$ cat src/rtl/kanagawa_dcfifo_write_arbiter_if.sv
// Requester and FIFO write-port bundle for the dual-clock FIFO write arbiter.
// The arbiter takes the slave modport; the requesters/FIFO side takes master.
interface kanagawa_dcfifo_write_arbiter_if #(
    parameter int NUM_REQ   = 4,
    parameter int WIDTH     = 32,
    parameter int TAG_WIDTH = $clog2(NUM_REQ)
);
    logic [NUM_REQ-1:0]         req_valid;
    logic [NUM_REQ-1:0]         req_last;
    logic [NUM_REQ*WIDTH-1:0]   req_data;
    logic [NUM_REQ-1:0]         req_ready;
    logic                       fifo_wrreq;
    logic [TAG_WIDTH+WIDTH-1:0] fifo_data;
    logic                       fifo_almost_full;
    logic                       fifo_full;
    logic                       locked;
    logic [TAG_WIDTH-1:0]       locked_id;
    logic                       overflow_err;

    // Handshake: beat i moves on a rising clk edge with req_valid[i] & req_ready[i].
    // Ready may depend on valid, never the reverse; valid/last/data hold until taken.
    modport slave (
        input  req_valid, req_last, req_data, fifo_almost_full, fifo_full,
        output req_ready, fifo_wrreq, fifo_data, locked, locked_id, overflow_err
    );

    modport master (
        output req_valid, req_last, req_data, fifo_almost_full, fifo_full,
        input  req_ready, fifo_wrreq, fifo_data, locked, locked_id, overflow_err
    );
endinterface

$ cat src/rtl/kanagawa_dcfifo_write_arbiter.sv
// Round-robin, packet-locked arbiter sharing one DCFIFO write port among NUM_REQ
// requesters; each accepted beat is registered and written as {source, payload}.
module kanagawa_dcfifo_write_arbiter #(
    parameter int NUM_REQ   = 4,
    parameter int WIDTH     = 32,
    parameter int TAG_WIDTH = $clog2(NUM_REQ)
) (
    input  logic                 clk,
    input  logic                 rst,
    kanagawa_dcfifo_write_arbiter_if.slave bus,
    output logic                 dbg_state_o,
    output logic [TAG_WIDTH-1:0] dbg_rr_ptr_o
);
    if (TAG_WIDTH != $clog2(NUM_REQ) || NUM_REQ < 2) begin : g_param_check
        $error("kanagawa_dcfifo_write_arbiter: TAG_WIDTH must equal clog2(NUM_REQ), NUM_REQ >= 2");
    end

    typedef enum logic {
        S_IDLE   = 1'b0,
        S_LOCKED = 1'b1
    } state_e;

    localparam logic [TAG_WIDTH-1:0] LAST_IDX = TAG_WIDTH'(NUM_REQ - 1);

    state_e                     state_q, state_d;
    logic [TAG_WIDTH-1:0]       rr_ptr_q, rr_ptr_d;
    logic [TAG_WIDTH-1:0]       owner_q, owner_d;
    logic                       wrreq_q, wrreq_d;
    logic [TAG_WIDTH+WIDTH-1:0] data_q, data_d;
    logic                       ovf_q, ovf_d;

    logic [TAG_WIDTH:0]         scan_idx;
    logic [TAG_WIDTH-1:0]       winner;
    logic                       found;
    logic [TAG_WIDTH-1:0]       sel;
    logic                       sel_last;
    logic [WIDTH-1:0]           sel_payload;
    logic                       accept_en;
    logic                       accept;

    // Scan rr_ptr, rr_ptr+1, ... wrapping at NUM_REQ (not at 2**TAG_WIDTH).
    always_comb begin
        winner   = rr_ptr_q;
        found    = 1'b0;
        scan_idx = '0;
        for (int k = 0; k < NUM_REQ; k++) begin
            scan_idx = {1'b0, rr_ptr_q} + (TAG_WIDTH+1)'(k);
            if (scan_idx >= (TAG_WIDTH+1)'(NUM_REQ)) begin
                scan_idx = scan_idx - (TAG_WIDTH+1)'(NUM_REQ);
            end
            if (!found && bus.req_valid[scan_idx[TAG_WIDTH-1:0]]) begin
                winner = scan_idx[TAG_WIDTH-1:0];
                found  = 1'b1;
            end
        end
    end

    assign sel       = (state_q == S_LOCKED) ? owner_q : winner;
    assign sel_last  = bus.req_last[sel];
    assign accept_en = ~bus.fifo_almost_full & ~bus.fifo_full;
    // With nothing valid, sel falls back to rr_ptr whose valid is 0, so no accept.
    assign accept    = ~rst & accept_en & bus.req_valid[sel];

    always_comb begin
        sel_payload = '0;
        for (int i = 0; i < NUM_REQ; i++) begin
            if (sel == TAG_WIDTH'(i)) begin
                sel_payload = bus.req_data[i*WIDTH +: WIDTH];
            end
        end
    end

    always_comb begin
        state_d  = state_q;
        rr_ptr_d = rr_ptr_q;
        owner_d  = owner_q;
        wrreq_d  = accept;
        data_d   = data_q;
        ovf_d    = ovf_q | (wrreq_q & bus.fifo_full);
        if (accept) begin
            data_d  = {sel, sel_payload};
            owner_d = sel;
            // In LOCKED the pointer already moved past the owner when the packet began.
            if (state_q == S_IDLE) begin
                rr_ptr_d = (sel == LAST_IDX) ? '0 : sel + 1'b1;
            end
            state_d = sel_last ? S_IDLE : S_LOCKED;
        end
    end

    always_ff @(posedge clk or posedge rst) begin
        if (rst) begin
            state_q  <= S_IDLE;
            rr_ptr_q <= '0;
            owner_q  <= '0;
            wrreq_q  <= 1'b0;
            data_q   <= '0;
            ovf_q    <= 1'b0;
        end else begin
            state_q  <= state_d;
            rr_ptr_q <= rr_ptr_d;
            owner_q  <= owner_d;
            wrreq_q  <= wrreq_d;
            data_q   <= data_d;
            ovf_q    <= ovf_d;
        end
    end

    assign bus.req_ready    = accept ? (NUM_REQ'(1) << sel) : '0;
    assign bus.fifo_wrreq   = wrreq_q;
    assign bus.fifo_data    = data_q;
    assign bus.locked       = (state_q == S_LOCKED);
    assign bus.locked_id    = owner_q;
    assign bus.overflow_err = ovf_q;

    assign dbg_state_o  = state_q;
    assign dbg_rr_ptr_o = rr_ptr_q;
endmodule

$ cat src/flat_wrapper.sv
// flat-port wrapper written by rule: the top's interface ports become plain ports
module kanagawa_dcfifo_write_arbiter_flat 
#(
    parameter int NUM_REQ   = 4,
    parameter int WIDTH     = 32,
    parameter int TAG_WIDTH = $clog2(NUM_REQ)
)
  (clk, rst, dbg_state_o, dbg_rr_ptr_o, bus_req_valid, bus_req_last, bus_req_data, bus_fifo_almost_full, bus_fifo_full, bus_req_ready, bus_fifo_wrreq, bus_fifo_data, bus_locked, bus_locked_id, bus_overflow_err);
  kanagawa_dcfifo_write_arbiter_if #(.NUM_REQ(NUM_REQ), .WIDTH(WIDTH), .TAG_WIDTH(TAG_WIDTH)) bus_i ();
  input  logic clk;
  input  logic rst;
  output logic dbg_state_o;
  output logic [TAG_WIDTH-1:0] dbg_rr_ptr_o;
  input wire logic [$bits(bus_i.req_valid)-1:0] bus_req_valid;
  input wire logic [$bits(bus_i.req_last)-1:0] bus_req_last;
  input wire logic [$bits(bus_i.req_data)-1:0] bus_req_data;
  input wire logic [$bits(bus_i.fifo_almost_full)-1:0] bus_fifo_almost_full;
  input wire logic [$bits(bus_i.fifo_full)-1:0] bus_fifo_full;
  output wire logic [$bits(bus_i.req_ready)-1:0] bus_req_ready;
  output wire logic [$bits(bus_i.fifo_wrreq)-1:0] bus_fifo_wrreq;
  output wire logic [$bits(bus_i.fifo_data)-1:0] bus_fifo_data;
  output wire logic [$bits(bus_i.locked)-1:0] bus_locked;
  output wire logic [$bits(bus_i.locked_id)-1:0] bus_locked_id;
  output wire logic [$bits(bus_i.overflow_err)-1:0] bus_overflow_err;
  assign bus_i.req_valid = bus_req_valid;
  assign bus_i.req_last = bus_req_last;
  assign bus_i.req_data = bus_req_data;
  assign bus_i.fifo_almost_full = bus_fifo_almost_full;
  assign bus_i.fifo_full = bus_fifo_full;
  assign bus_req_ready = bus_i.req_ready;
  assign bus_fifo_wrreq = bus_i.fifo_wrreq;
  assign bus_fifo_data = bus_i.fifo_data;
  assign bus_locked = bus_i.locked;
  assign bus_locked_id = bus_i.locked_id;
  assign bus_overflow_err = bus_i.overflow_err;
  kanagawa_dcfifo_write_arbiter #(.NUM_REQ(NUM_REQ), .WIDTH(WIDTH), .TAG_WIDTH(TAG_WIDTH)) u_core (.clk(clk), .rst(rst), .bus(bus_i), .dbg_state_o(dbg_state_o), .dbg_rr_ptr_o(dbg_rr_ptr_o));
endmodule
$ cat config.mk
export PLATFORM = sky130hd
export DESIGN_NAME = kanagawa_dcfifo_write_arbiter_flat
export DESIGN_NICKNAME = d
export VERILOG_FILES = /design/src/rtl/kanagawa_dcfifo_write_arbiter_if.sv /design/src/rtl/kanagawa_dcfifo_write_arbiter.sv /design/src/flat_wrapper.sv
export SDC_FILE = /design/constraint.sdc
export NUM_CORES = 1
export LEC_CHECK = 0
export ABC_AREA = 1
export CORE_MARGIN = 1.5
export CORE_UTILIZATION = 38
export DETAILED_ROUTE_END_ITERATION = 10
export HOLD_SLACK_MARGIN = 0.02
export PLACE_DENSITY = 0.84
export SYNTH_ARGS = -nofsm -noshare
export SYNTH_HDL_FRONTEND = slang
export SYNTH_SLANG_ARGS = --single-unit
export TNS_END_PERCENT = 20
$ cat constraint.sdc
create_clock -name clk -period 5.7 [get_ports clk]
set_clock_uncertainty 0.05 [all_clocks]
set_input_delay 1.71 -clock clk [delete_from_list [all_inputs] [get_ports clk]]
set_output_delay 1.71 -clock clk [all_outputs]
set_load 0.005 [all_outputs]
Yosys cells after proc, flatten, opt, wreduce, memory -nomap -nowiden

Index checks and enable logic that the tools add are counted.

Bits in writable memories: 0
Bits in latches: 0
Memories kept: 0
Bits in read-only memories: 0
Output and inout port bits: 46
Bits of input ports: 140
Flip-flop bits (word level): 41

Divide/modulo/power cells: 0
Shift-type cells: 1
Bitwise logic cells: 9
Add/sub/neg operators: 8
Eq/ne operators: 3
Multiply operators: 0
Reduce and logical (&&, ||, !) cells: 8
Magnitude comparators: 9
Mux-type cells: 31

Operators with widths:

| kind                | count |
|---|---|
| $mux 32             | 4 |
| $mux 2              | 10 |
| $lt 2x3->1 const B  | 5 |
| $bmux 1 s2          | 6 |
| $mux 1              | 10 |
| $ge 3x3->1 const B  | 3 |
| $sub 2x1->2 const B | 4 |
| $add 2x2->3 const B | 2 |
| $and 1x1->1         | 4 |
| $eq 2x2->1 const B  | 2 |
| $mux 4              | 1 |
| $not 1->1           | 4 |
| $shl 1x2->4 const A | 1 |
| $add 2x1->3 const B | 1 |
| $ge 2x3->1 const B  | 1 |
| $logic_and 1x1->1   | 3 |
| $logic_not 1->1     | 3 |
| $add 2x1->2 const B | 1 |
| $eq 2x1->1 const B  | 1 |
| $logic_not 2->1     | 1 |
| $reduce_and 2->1    | 1 |
| $or 1x1->1          | 1 |

Logic depth before layout (Yosys ltp)

Gate-level depths: netlist of run 1.

Depth after elaboration: 20
Depth in mapped cells: 22

Least setup slack after synthesis of run 1

No wires, ideal clock.

Kind: input-to-output
Start point: input bus_req_valid[3]
End point: output bus_req_ready[3]
Arrival time: 3.531 ns
Path slack: 0.409 ns
Stages on the path: 14
Data required time: 3.940 ns
Cells stage by stage: nand2_1 nand2_1 nand2_1 nand2_1 nor2_4 nand3_1 nand3_2 nand2_4 inv_1 ha_1 clkbuf_1 clkbuf_1 inv_1 nor2_1

Cells in the longest elaborated chain, start to end: 17
Elaborated cells between the ends (all ways): 27
Classes of those cells: shift: 1; mux: 19; bitwise: 1; reduce/logical: 6

RTL lines:

| element                      | line                                 | source |
|---|---|---|
| start: declaration           | flat_wrapper.sv:14                   | `input wire logic [$bits(bus_i.req_valid)-1:0] bus_req_valid;` |
| $bmux 1 s2                   | kanagawa_dcfifo_write_arbiter.sv:51  | `if (!found && bus.req_valid[scan_idx[TAG_WIDTH-1:0]]) begin` |
| $mux 1 (not written as such) | kanagawa_dcfifo_write_arbiter.sv:51  |  |
| $mux 1                       | kanagawa_dcfifo_write_arbiter.sv:51  |  |
| $logic_not 1->1              | kanagawa_dcfifo_write_arbiter.sv:51  |  |
| $logic_and 1x1->1            | kanagawa_dcfifo_write_arbiter.sv:51  |  |
| $mux 1                       | kanagawa_dcfifo_write_arbiter.sv:51  |  |
| $logic_not 1->1              | kanagawa_dcfifo_write_arbiter.sv:51  |  |
| $logic_and 1x1->1            | kanagawa_dcfifo_write_arbiter.sv:51  |  |
| [2 not listed]               | n/a                                  |  |
| $logic_and 1x1->1            | kanagawa_dcfifo_write_arbiter.sv:51  |  |
| $mux 2 *                     | kanagawa_dcfifo_write_arbiter.sv:51  |  |
| $mux 2 *                     | kanagawa_dcfifo_write_arbiter.sv:58  | `assign sel = (state_q == S_LOCKED) ? owner_q : winner;` |
| net u_core.sel[0]            | kanagawa_dcfifo_write_arbiter.sv:35  | `logic [TAG_WIDTH-1:0] sel;` |
| $bmux 1 s2                   | kanagawa_dcfifo_write_arbiter.sv:62  | `assign accept = ~rst & accept_en & bus.req_valid[sel];` |
| $mux 1 (not written as such) | kanagawa_dcfifo_write_arbiter.sv:62  |  |
| $and 1x1->1                  | kanagawa_dcfifo_write_arbiter.sv:62  |  |
| $mux 4 *                     | kanagawa_dcfifo_write_arbiter.sv:109 | `assign bus.req_ready = accept ? (NUM_REQ'(1) << sel) : '0;` |
| end: declaration             | flat_wrapper.sv:19                   | `output wire logic [$bits(bus_i.req_ready)-1:0] bus_req_ready;` |

The timed path passes the listed nets; every way through them passes the cells marked *. The select of a mux whose other input is x is not followed.

Worst setup path in the final report of run 1

Start point: input bus_req_valid[0]
End point: output bus_req_ready[3]

Cells in the longest elaborated chain, start to end: 17
Elaborated cells between the ends (all ways): 27
Classes of those cells: shift: 1; mux: 19; bitwise: 1; reduce/logical: 6

RTL lines:

| element                      | line |
|---|---|
| $bmux 1 s2                   | kanagawa_dcfifo_write_arbiter.sv:51 |
| $mux 1 (not written as such) | kanagawa_dcfifo_write_arbiter.sv:51 |
| $mux 1                       | kanagawa_dcfifo_write_arbiter.sv:51 |
| $logic_not 1->1              | kanagawa_dcfifo_write_arbiter.sv:51 |
| $logic_and 1x1->1            | kanagawa_dcfifo_write_arbiter.sv:51 |
| $mux 1                       | kanagawa_dcfifo_write_arbiter.sv:51 |
| $logic_not 1->1              | kanagawa_dcfifo_write_arbiter.sv:51 |
| $logic_and 1x1->1            | kanagawa_dcfifo_write_arbiter.sv:51 |
| $mux 1                       | kanagawa_dcfifo_write_arbiter.sv:51 |
| $logic_not 1->1              | kanagawa_dcfifo_write_arbiter.sv:51 |
| $logic_and 1x1->1            | kanagawa_dcfifo_write_arbiter.sv:51 |
| $mux 2                       | kanagawa_dcfifo_write_arbiter.sv:51 |
| $mux 2                       | kanagawa_dcfifo_write_arbiter.sv:58 |
| $bmux 1 s2                   | kanagawa_dcfifo_write_arbiter.sv:62 |
| $mux 1 (not written as such) | kanagawa_dcfifo_write_arbiter.sv:62 |
| $and 1x1->1                  | kanagawa_dcfifo_write_arbiter.sv:62 |
| $mux 4 *                     | kanagawa_dcfifo_write_arbiter.sv:109 |

Every way passes the cells marked *; elsewhere a longest branch is shown, timed or not. The select of a mux whose other input is x is not followed.

==> results.cfg, run 1 <==
[run_status]
outcome = completed

[critical_path]
regToRegSetupSlack_ns = 2.33
startpoint_class_of_the_critical_path = input port
rr_endpoint = u_core.bus.fifo_data[14]$_DFFE_PP0N_
path_class = in2out
setup.worst_path.start = bus_req_valid[0]
r2r.worst_path.cells = 20
critical_path.endpoint_type = output pin
cp.arrival_ns = 3.93
critical_path_data_required_time_ns = 3.94
r2r-start = u_core.dbg_rr_ptr_o[0]$_DFFE_PP0P_
crit_path_max_fanout = 6

[logic_synthesis]
post-synth-top-area-cell = sky130_fd_sc_hd__dfrtp_1
yosys_warnings = 0
top_post_synthesis_cells_by_count = 87 x sky130_fd_sc_hd__nand2_1, 39 x sky130_fd_sc_hd__dfrtp_1, 37 x sky130_fd_sc_hd__nand2_2
synth_nets = 522
synth.area.top_cells = sky130_fd_sc_hd__dfrtp_1 32%, sky130_fd_sc_hd__nand2_1 11%, sky130_fd_sc_hd__mux2i_1 10%
synth_cells = 378
postSynth.asyncResetShare_pct = 100.0
synth_enable_flop_cells = 0
mapped_cell_area_sq_um = 3052
number_of_distinct_library_cell_variants_in_the_gate_level_netlist_after_synthesis = 28
synth-seq-cells = 39
post-synth-top-area-fraction_pct = 31.98
library_cell_with_the_highest_instance_count_after_synthesis = sky130_fd_sc_hd__nand2_1
syn_avg_cell_area_sq_um = 8.073
ys_seq_area_share_pct = 31.98
ys.flop_type = sky130_fd_sc_hd__dfrtp_1

[final_layout]
drive_above_1_share_pct = 20.32
area_grow_syn2layout_pct = 66.75
final_area_sq_um = 5089
multiInputGateArea_sq_um = 1839
finalCoreUtilization_pct = 65.51
layout.filler_cells = 669
seqCellArea_sq_um = 975.9
antenna_diode_count = 0
nets = 699

[power]
power.net_switching_mw = 1.436
swShare_pct = 49.04
static-leakage-power_nw = 2.101
power_frac_clock_pct = 6.9
internal_power_mw = 1.492
peakVddDrop_mv = 0.6171
power.share.combinational_pct = 76.8
powerDensity_nw_per_um2 = 575.2
share_seq_of_total_power_pct = 16.2
design_power_total_mw = 2.927

[clock_network]
clk_pin_slew_ns = 0.07
number_of_hold_buffers_added_after_cts = 0
clk_root_buffer_cell = sky130_fd_sc_hd__clkbuf_8
clock_tree_from_tritoncts = yes
cts_inserted_buffers = 5
cts-htree-levels = 2
clkSinkCount = 39
worstSkewPairLatency_ns = 0.28
ctsLongestPathBuffers = 2

[min_path]
min_delay_worst_endpoint = u_core.bus.overflow_err$_DFF_PP0_
worstHoldPathType = reg2reg
min_delay_path_depth = 1
holdCritStartpoint = u_core.bus.overflow_err$_DFF_PP0_

[floorplanning]
initial_utilization_pct = 39.29
core.rowCount = 32
die_w_um = 92.62
fp.dieH_um = 92.62
die_area_sq_um = 8578
coreArea_sq_um = 7767
floorplan.io_pins = 186

[detailed_routing]
drt_drc_violations_left = 0
avgRoutedWirePerCell_um = 14.18
ant_nets = 0
detailroute.via_count = 3308
wl_mm = 9.333
drt_pass1_iterations = 4
drt_iter0_drc = 103
viasPerCell = 5.027

[place]
placement.cell_area_sq_um = 4955
pre_cts_slack_ns = -0.05101
io_buffer_count = 185
gpl.final_weighted_congestion = 0.8551
hpwl_mm = 7.184

[run]
maxCapViolCount = 0

[global_routing]
grt_overflow = 0
track_usage_pct = 21.17
grt_antenna_before_repair = 0
grt_first_pass_wirelength_mm = 14.50
first_global_vias = 3049
grt_max_degree = 65

[timing]
setup-violations-final = 0
finalWorstSetupSlack_ns = 0.005096
slew_violations = 0
timing.final.crit_share_pct = 99.91
fmax_mhz = 175.6
unrepaired_setup_endpoints_after_global_routing = true
timing.max_slew.rel_slack_pct = 44.43
max_slew.worst_pin.slew_ns = 0.8323
final.min_clock_period_ns = 5.695
timing.final.hold_violations = 0
-- layout make-up --
| cell class | instances | share of cell area [%] |
|---|---|---|
| Clock inverter | 1 | 0.1475 |
| Tap cell | 102 | 2.508 |
| Multi-Input combinational cell | 290 | 36.14 |
| Sequential cell | 39 | 19.18 |
| Inverter | 18 | 1.377 |
| Timing Repair Buffer | 201 | 38.75 |
| Clock buffer | 7 | 1.893 |
-- power groups by stage --
| stage | sequential [mW] | clock [mW] | combinational (mW) |
|---|---|---|---|
| 3_3_place_gp | 0.475 | 0 | 2.17 |
| 3_5_place_dp | 0.480 | 0 | 2.23 |
| 2_1_floorplan | 0.466 | 0 | 1.51 |
| 6_report | 0.476 | 0.203 | 2.25 |
| 4_1_cts | 0.475 | 0.211 | 2.24 |
| 5_1_grt | 0.492 | 0.221 | 2.50 |
-- metrics by stage --
step,TNS [ns],std cells,hold WS (ns)
after floorplan,0,378,0.4010
after global placement,0,648,0.3886
after detailed placement,-0.09556,648,0.3935
after CTS,-0.02169,656,0.4096
after global routing,-0.1613,658,0.4193
final,0,658,0.4053
-- cells by family (layout without fill, tap and decap cells) --
logic type	after synthesis	after routing	synth area share [%]
AND/OR/NAND/NOR	153	153	24.07
AO/OA/AOI/OAI	101	101	23.08
buffers and inverters	49	227	8.733
flip-flops	39	39	31.98
multiplexers	32	32	10.50
adder cells (fa/ha/maj)	4	4	1.640
-- worst max-delay path by stage --
stage / slack, ns / cells after the start / end
floorplan: 0.41 / 14 / bus_req_ready[3]
global placement: 0.02 / 17 / bus_req_ready[1]
detailed placement: -0.05 / 17 / bus_req_ready[1]
CTS: -0.02 / 16 / bus_req_ready[2]
global route: -0.15 / 15 / bus_req_ready[3]
finish: 0.005 / 16 / bus_req_ready[3]
-- layer usage --
metal	wire, um	track usage [%]	vias to the layer above
met2	4738	38.17	155
met3	757	4.351	12
met1	3740	26.02	1504
met5	0	0	-
li1	-	-	1637
met4	97	4.293	0
-- critical path: stages --
cell and delay (ns):
sky130_fd_sc_hd__clkdlybuf4s50_1 0.51, sky130_fd_sc_hd__nand2_1 0.08, sky130_fd_sc_hd__nand2_2 0.11, sky130_fd_sc_hd__nand2_2 0.07
sky130_fd_sc_hd__nand2_4 0.08, sky130_fd_sc_hd__nand2_1 0.07, sky130_fd_sc_hd__nand2_1 0.06, sky130_fd_sc_hd__nand2_1 0.05
sky130_fd_sc_hd__nand2_1 0.06, sky130_fd_sc_hd__nand3_2 0.12, sky130_fd_sc_hd__nand2_4 0.13, sky130_fd_sc_hd__nand2_1 0.08
sky130_fd_sc_hd__nand3_2 0.11, sky130_fd_sc_hd__nand3_4 0.11, sky130_fd_sc_hd__nor2_1 0.10, sky130_fd_sc_hd__clkdlybuf4s50_1 0.50
-- registers in the layout, summed over array words and instances, names as in the netlist --
register	count
u_core.bus.locked	1
u_core.bus.fifo_data	34
u_core.bus.overflow_err	1
u_core.dbg_rr_ptr_o	2
u_core.bus.fifo_wrreq	1
-- cells in the final DEF (no fill, tap or decap), types with 2 or more instances in the layout --
cell type,Yosys,layout
sky130_fd_sc_hd__dlygate4sd2_1,0,4
sky130_fd_sc_hd__a22oi_1,32,32
sky130_fd_sc_hd__clkdlybuf4s50_1,0,179
sky130_fd_sc_hd__nand2_1,87,84
sky130_fd_sc_hd__ha_2,0,3
sky130_fd_sc_hd__nor2_1,5,4
sky130_fd_sc_hd__dlymetal6s2s_1,0,2
sky130_fd_sc_hd__nand2_2,37,39
sky130_fd_sc_hd__o21ai_0,35,35
sky130_fd_sc_hd__o21ai_2,31,31
sky130_fd_sc_hd__nand4_1,2,2
sky130_fd_sc_hd__inv_1,14,11
sky130_fd_sc_hd__nand2_4,2,3
sky130_fd_sc_hd__inv_2,3,6
sky130_fd_sc_hd__clkbuf_8,0,7
sky130_fd_sc_hd__nand3_2,3,2
sky130_fd_sc_hd__buf_4,4,16
sky130_fd_sc_hd__mux2i_1,32,32
sky130_fd_sc_hd__dfrtp_1,39,39
sky130_fd_sc_hd__nand3_1,14,14
-- what timing repair did --
action,4_1_cts,5_1_grt
setup buffers,0,2
pin swaps,4,3
resized for setup,6,7
hold endpoints to repair,0,0
setup endpoints to repair,4,4
Power figures use the tool's default switching activity.
==> inputs of run 2 (changes only) <==
--- a/config.mk
+++ b/config.mk
@@ -6,6 +6,7 @@
 export NUM_CORES = 1
 export LEC_CHECK = 0
 export ABC_AREA = 1
+export CAP_MARGIN = 10
 export CORE_MARGIN = 1.5
 export CORE_UTILIZATION = 38
 export DETAILED_ROUTE_END_ITERATION = 10
==> results of run 2 <==
No change in the layout: final DEF, timing and power equal those of run 1.
